$ cat src/rtl/uart_tx_pkg.sv
// Shared definitions for the UART transmit path: FSM encoding, line levels
// and a counter-width helper.
package uart_tx_pkg;

  typedef enum logic [2:0] {
    ST_IDLE   = 3'd0,
    ST_START  = 3'd1,
    ST_DATA   = 3'd2,
    ST_PARITY = 3'd3,
    ST_STOP   = 3'd4
  } tx_state_e;

  localparam logic START_BIT = 1'b0;
  localparam logic STOP_BIT  = 1'b1;
  localparam logic IDLE_LINE = 1'b1;

  // A 1-bit data field still needs a 1-bit counter.
  function automatic int cnt_width(input int width);
    return (width > 1) ? $clog2(width) : 1;
  endfunction

endpackage

$ cat src/rtl/uart_parity_calc.sv
// Combinational parity generator shared by the TX and RX paths.
// par_typ=0 gives even parity (^data), par_typ=1 gives odd parity (~^data).
module uart_parity_calc #(
  parameter int DATA_WIDTH = 8
) (
  input  logic [DATA_WIDTH-1:0] data,
  input  logic                  par_typ,
  output logic                  parity
);

  // Seeding the xor chain with par_typ inverts the result for odd parity.
  logic [DATA_WIDTH:0] chain;

  assign chain[0] = par_typ;

  for (genvar gi = 0; gi < DATA_WIDTH; gi++) begin : g_xor
    assign chain[gi+1] = chain[gi] ^ data[gi];
  end

  assign parity = chain[DATA_WIDTH];

endmodule

$ cat src/rtl/uart_tx_fifo_drain.sv
// Drains a FIFO read port one word at a time and serialises each word as a
// UART frame (start, data LSB first, optional parity, stop), one bit per clk.
module uart_tx_fifo_drain
  import uart_tx_pkg::*;
#(
  parameter int DATA_WIDTH = 8
) (
  input  logic                  clk,
  input  logic                  rst,
  input  logic                  fifo_empty,
  input  logic [DATA_WIDTH-1:0] fifo_rd_data,
  input  logic                  par_en,
  input  logic                  par_typ,
  output logic                  fifo_r_inc,
  output logic                  tx_out,
  output logic                  busy
);

  localparam int CNT_W = cnt_width(DATA_WIDTH);
  localparam logic [CNT_W-1:0] CNT_LAST = CNT_W'(DATA_WIDTH - 1);

  tx_state_e             state_reg;
  logic [CNT_W-1:0]      cnt_reg;
  logic [DATA_WIDTH-1:0] data_reg;
  logic                  par_bit_reg;
  logic                  par_en_reg;
  logic                  tx_out_reg;
  logic                  busy_reg;
  logic                  r_inc_reg;
  logic                  parity_next;

  uart_parity_calc #(
    .DATA_WIDTH(DATA_WIDTH)
  ) u_parity (
    .data   (fifo_rd_data),
    .par_typ(par_typ),
    .parity (parity_next)
  );

  always_ff @(posedge clk or posedge rst) begin
    if (rst) begin
      state_reg   <= ST_IDLE;
      cnt_reg     <= '0;
      data_reg    <= '0;
      par_bit_reg <= 1'b0;
      par_en_reg  <= 1'b0;
      tx_out_reg  <= IDLE_LINE;
      busy_reg    <= 1'b0;
      r_inc_reg   <= 1'b0;
    end else begin
      r_inc_reg <= 1'b0;
      case (state_reg)
        // IDLE and the end of STOP make the same decision: start the next
        // word immediately if one is waiting, otherwise rest the line.
        ST_IDLE, ST_STOP: begin
          if (!fifo_empty) begin
            data_reg    <= fifo_rd_data;
            par_bit_reg <= parity_next;
            par_en_reg  <= par_en;
            r_inc_reg   <= 1'b1;
            busy_reg    <= 1'b1;
            tx_out_reg  <= START_BIT;
            state_reg   <= ST_START;
          end else begin
            busy_reg   <= 1'b0;
            tx_out_reg <= IDLE_LINE;
            state_reg  <= ST_IDLE;
          end
        end
        ST_START: begin
          cnt_reg    <= '0;
          tx_out_reg <= data_reg[0];
          data_reg   <= data_reg >> 1;
          state_reg  <= ST_DATA;
        end
        ST_DATA: begin
          if (cnt_reg == CNT_LAST) begin
            if (par_en_reg) begin
              tx_out_reg <= par_bit_reg;
              state_reg  <= ST_PARITY;
            end else begin
              tx_out_reg <= STOP_BIT;
              state_reg  <= ST_STOP;
            end
          end else begin
            // The shift register always presents the next bit at position 0.
            cnt_reg    <= cnt_reg + 1'b1;
            tx_out_reg <= data_reg[0];
            data_reg   <= data_reg >> 1;
          end
        end
        ST_PARITY: begin
          tx_out_reg <= STOP_BIT;
          state_reg  <= ST_STOP;
        end
        default: begin
          busy_reg   <= 1'b0;
          tx_out_reg <= IDLE_LINE;
          state_reg  <= ST_IDLE;
        end
      endcase
    end
  end

  assign fifo_r_inc = r_inc_reg;
  assign tx_out     = tx_out_reg;
  assign busy       = busy_reg;

endmodule

$ cat config.mk
export PLATFORM = sky130hd
export DESIGN_NAME = uart_tx_fifo_drain
export DESIGN_NICKNAME = d
export VERILOG_FILES = /design/src/rtl/uart_tx_pkg.sv /design/src/rtl/uart_parity_calc.sv /design/src/rtl/uart_tx_fifo_drain.sv
export SDC_FILE = /design/constraint.sdc
export NUM_CORES = 1
export LEC_CHECK = 0
export ABC_AREA = 1
export ABC_CLOCK_PERIOD_IN_PS = 1700
export CAP_MARGIN = 5
export CORE_MARGIN = 2
export CORE_UTILIZATION = 40
export CTS_CLUSTER_SIZE = 16
export DETAILED_ROUTE_END_ITERATION = 8
export DONT_BUFFER_PORTS = 1
export HOLD_SLACK_MARGIN = 0.03
export MAX_ROUTING_LAYER = met4
export PLACE_DENSITY_LB_ADDON = 0.05
export SLEW_MARGIN = 10
export SYNTH_ARGS = -nofsm -noshare
export SYNTH_HDL_FRONTEND = slang
export SYNTH_SLANG_ARGS = --single-unit
$ cat constraint.sdc
create_clock -name clk -period 1.7 [get_ports clk]
set_clock_uncertainty 0.15 [all_clocks]
set_input_delay 0.34 -clock clk [delete_from_list [all_inputs] [get_ports clk]]
set_output_delay 0.34 -clock clk [all_outputs]
set_load 0.03 [all_outputs]
==> metrics.md <==
| Metric | Value |
|---|---|
| FF-to-FF setup slack | `0.1 ns` |
| CTS Root Cell | `clkbuf_4` |
| Clk buf depth | `2` |
| Tot GR Track Use | `0.171` |
| Clk sinks | `19` |
| Synth Area in Compound Gates | `0.100` |
| Synth Cell Area | `between 1000 and 1500 um^2` |
| Status | `completed` |
| Yosys cell types | `25` |
| # H-tree levels | `1` |
| CTS tree | `built` |
| P&R area growth vs syn | `8.36%` |
| Pre-antenna DRT Iters | `4` |
| Setup TNS | `0 ns` |
| Max IR drop VDD | `746 uV` |
| Setup Viol. Count Final | `0` |
| Port Buf Inserts | `0` |
| Leakage power | `around 0.63 nW` |
| PostCTS Resize Cnt | `0` |
| Vias per cell | `roughly 4.8` |
| DRT iter0 DRCs | `12` |
| Fin crit share | `0.944` |
| Synthesis Warnings | `0` |
| Leading cell type in the layout, fill and taps excluded | `nand2_1` |
| Area of the core | `roughly 2500 um^2` |
| Crit. End Element | `flip-flop` |
| Final Slew Violations | `0` |
| Worst slew pin tran | `~0.38 ns` |
| RSZ-0062 raised after global routing | `no` |
| Overflow after GRT | `0` |
| CP Data Arrival Time | `around 1.6 ns` |
| WS Path Type | `flip-flop to flip-flop` |
| PwrDens | `1850 nW/um^2` |
| Largest net degree at the start of global routing | `13` |
| #FFs+latches synth | `19` |
| Die Area | `a little over 3000 um^2` |
| DRC violations left | `0` |
| CTS clk-pin slew, worst paths | `~0.11 ns` |
| Multi-input gate area | `approximately 450 um^2` |
| Average size of a mapped cell | `about 7.8 um^2` |
| Number of global-route vias before repair | `~850` |
| Setup Buffers After CTS | `0` |
| Total power draw | `~2.1 mW` |
| Post-Syn Instances | `roughly 140` |
| Mux cell area share after synthesis | `0` |
| Adder-Cell Fraction of Synth Area | `0.0239` |
| Sequential share of the synthesized area | `0.455` |
| N_diodes | `0` |
| Max-Cap Viols | `0` |
| Final Hold Vio Count | `0` |
| Min cycle time layout | `about 1.6 ns` |
| Number of flip-flops in the largest register | `8` |
| Sequential cell area | `~480 um^2` |
| Wire per inst | `11.9 um` |
| Post-synthesis simple-gate area fraction | `0.297` |
| Total wire length | `between 2000 and 2500 um` |
| Slew margin rel. | `0.743` |
| Crit path launch type | `flip-flop` |
| Largest family of logic cells by synthesized area | `simple AND/OR/NAND/NOR gates` |
| Die width | `55.2 um` |
| WP data required | `between 1.5 and 2 ns` |
| Nets | `between 150 and 200` |
| Post-synthesis xor/xnor area fraction | `0.00836` |
| Global-route wire length before repair | `between 3000 and 4000 um` |
| Post-layout utilization of the core | `0.458` |
| I/O pin count | `16` |
| Share of layout cells above drive strength 1 | `0.141` |
| Die height | `~55 um` |
| Worst hold path class | `primary input to flip-flop` |
| # hold bufs at CTS | `2` |
| Commonest non-fill, non-tap cells in the layout | `nand2_1 (52), inv_1 (20), dfrtp_1 (18)` |
| Initial Utilization | `0.423` |
| Fillers | `~260` |
| Hpwl dp | `between 1500 and 2000 um` |
| Clock latency at the later pin of the worst-skew pair | `between 0.2 and 0.3 ns` |
| Initial antenna violation count | `0` |
| Cell row count | `18` |
| CP max FO | `6` |
| Syn nets | `150` |
| Fmax | `approximately 620 MHz` |
| DR vias | `817` |
| Post-route ant nets | `0` |
| Placer congestion estimate | `about 0.73` |
| CTS buffer count | `3` |
==> cells by family after synthesis <==
family	Yosys count
and+or+nand+nor	69
DFF	19
buffers and inverters	26
adders and majority gates	2
AOI/OAI and AO/OA	18
xor gates and xnor gates	1
==> critical path, cell delays in order (launching register included) <==
cell     delay (ns)
dfrtp_1        0.42
ha_1           0.21
ha_1           0.20
nor2_1         0.22
nor2_2         0.10
a22o_1         0.20
==> final cells by class <==
cell class | instances | area share
repair buffers | 4 | 0.0309
multi-input cells | 90 | 0.397
flip-flops and latches | 19 | 0.420
well taps | 30 | 0.0331
inverters | 25 | 0.0959
clock buffers | 4 | 0.0232
==> final timing paths <==
| kind | cells after the start | to | startpoint |
|---|---|---|---|
| setup / recovery | 5 | cnt_reg[2] | cnt_reg[0] |
| hold / removal | 2 | data_reg[7] | fifo_rd_data[7] |
| setup reg to reg | 5 | cnt_reg[2] | cnt_reg[0] |
| hold reg to reg | 1 | state_reg[2] | par_en_reg |
| max in group asynchronous | 3 | fifo_r_inc | rst |
| min in group asynchronous | 2 | state_reg[2] | rst |
==> power breakdown <==
part | switching [mW] | internal [mW]
logic | 0.659 | 0.353
registers | 0.174 | 0.674
clock network | 0.141 | 0.0912
total | 0.975 | 1.12
==> metrics by stage <==
| step | instance area [um^2] | worst slack, ns | std cells | hold slack, ns |
|---|---|---|---|---|
| 2_1_floorplan | 1050 | 0.243 | 135 | 0.140 |
| 3_3_place_gp | 1090 | 0.220 | 166 | 0.0833 |
| 3_5_place_dp | 1090 | 0.122 | 166 | 0.0829 |
| 4_1_cts | 1130 | 0.108 | 172 | 0.0325 |
| 5_1_grt | 1130 | 0.0302 | 172 | 0.0400 |
| 6_report | 1130 | 0.0959 | 172 | 0.0446 |
==> Yosys cell counts <==
cell type / n / share of area
nand2_1: 52 / 0.19
inv_1: 20 / 0.072
dfrtp_1: 18 / 0.43
o21ai_1: 7 / 0.033
nand3_1: 6 / 0.029
o21ai_0: 6 / 0.029
nor2_1: 3 / 0.011
ha_1: 2 / 0.024
inv_2: 2 / 0.0072
nand2_2: 2 / 0.012
nor2_2: 2 / 0.012
o21ai_2: 2 / 0.017
a21oi_1: 1 / 0.0048
a22o_1: 1 / 0.0084
buf_6: 1 / 0.011
clkinv_1: 1 / 0.0036
clkinv_8: 1 / 0.016
dfstp_2: 1 / 0.025
inv_4: 1 / 0.0060
nand2_4: 1 / 0.011
nand2_8: 1 / 0.019
nand3_2: 1 / 0.0096
o221ai_1: 1 / 0.0084
or2_4: 1 / 0.0084
xnor2_1: 1 / 0.0084
==> routing by layer <==
metal,wire [um],part of all wire,track usage,up-vias
li1,-,-,-,426
met1,894,0.44,0.194,380
met2,1080,0.53,0.308,9
met3,57,0.028,0.0323,2
met4,13,0.0064,0.0488,0
met5,0,0,-,-
No activity file was read; power rests on OpenSTA's default activity.
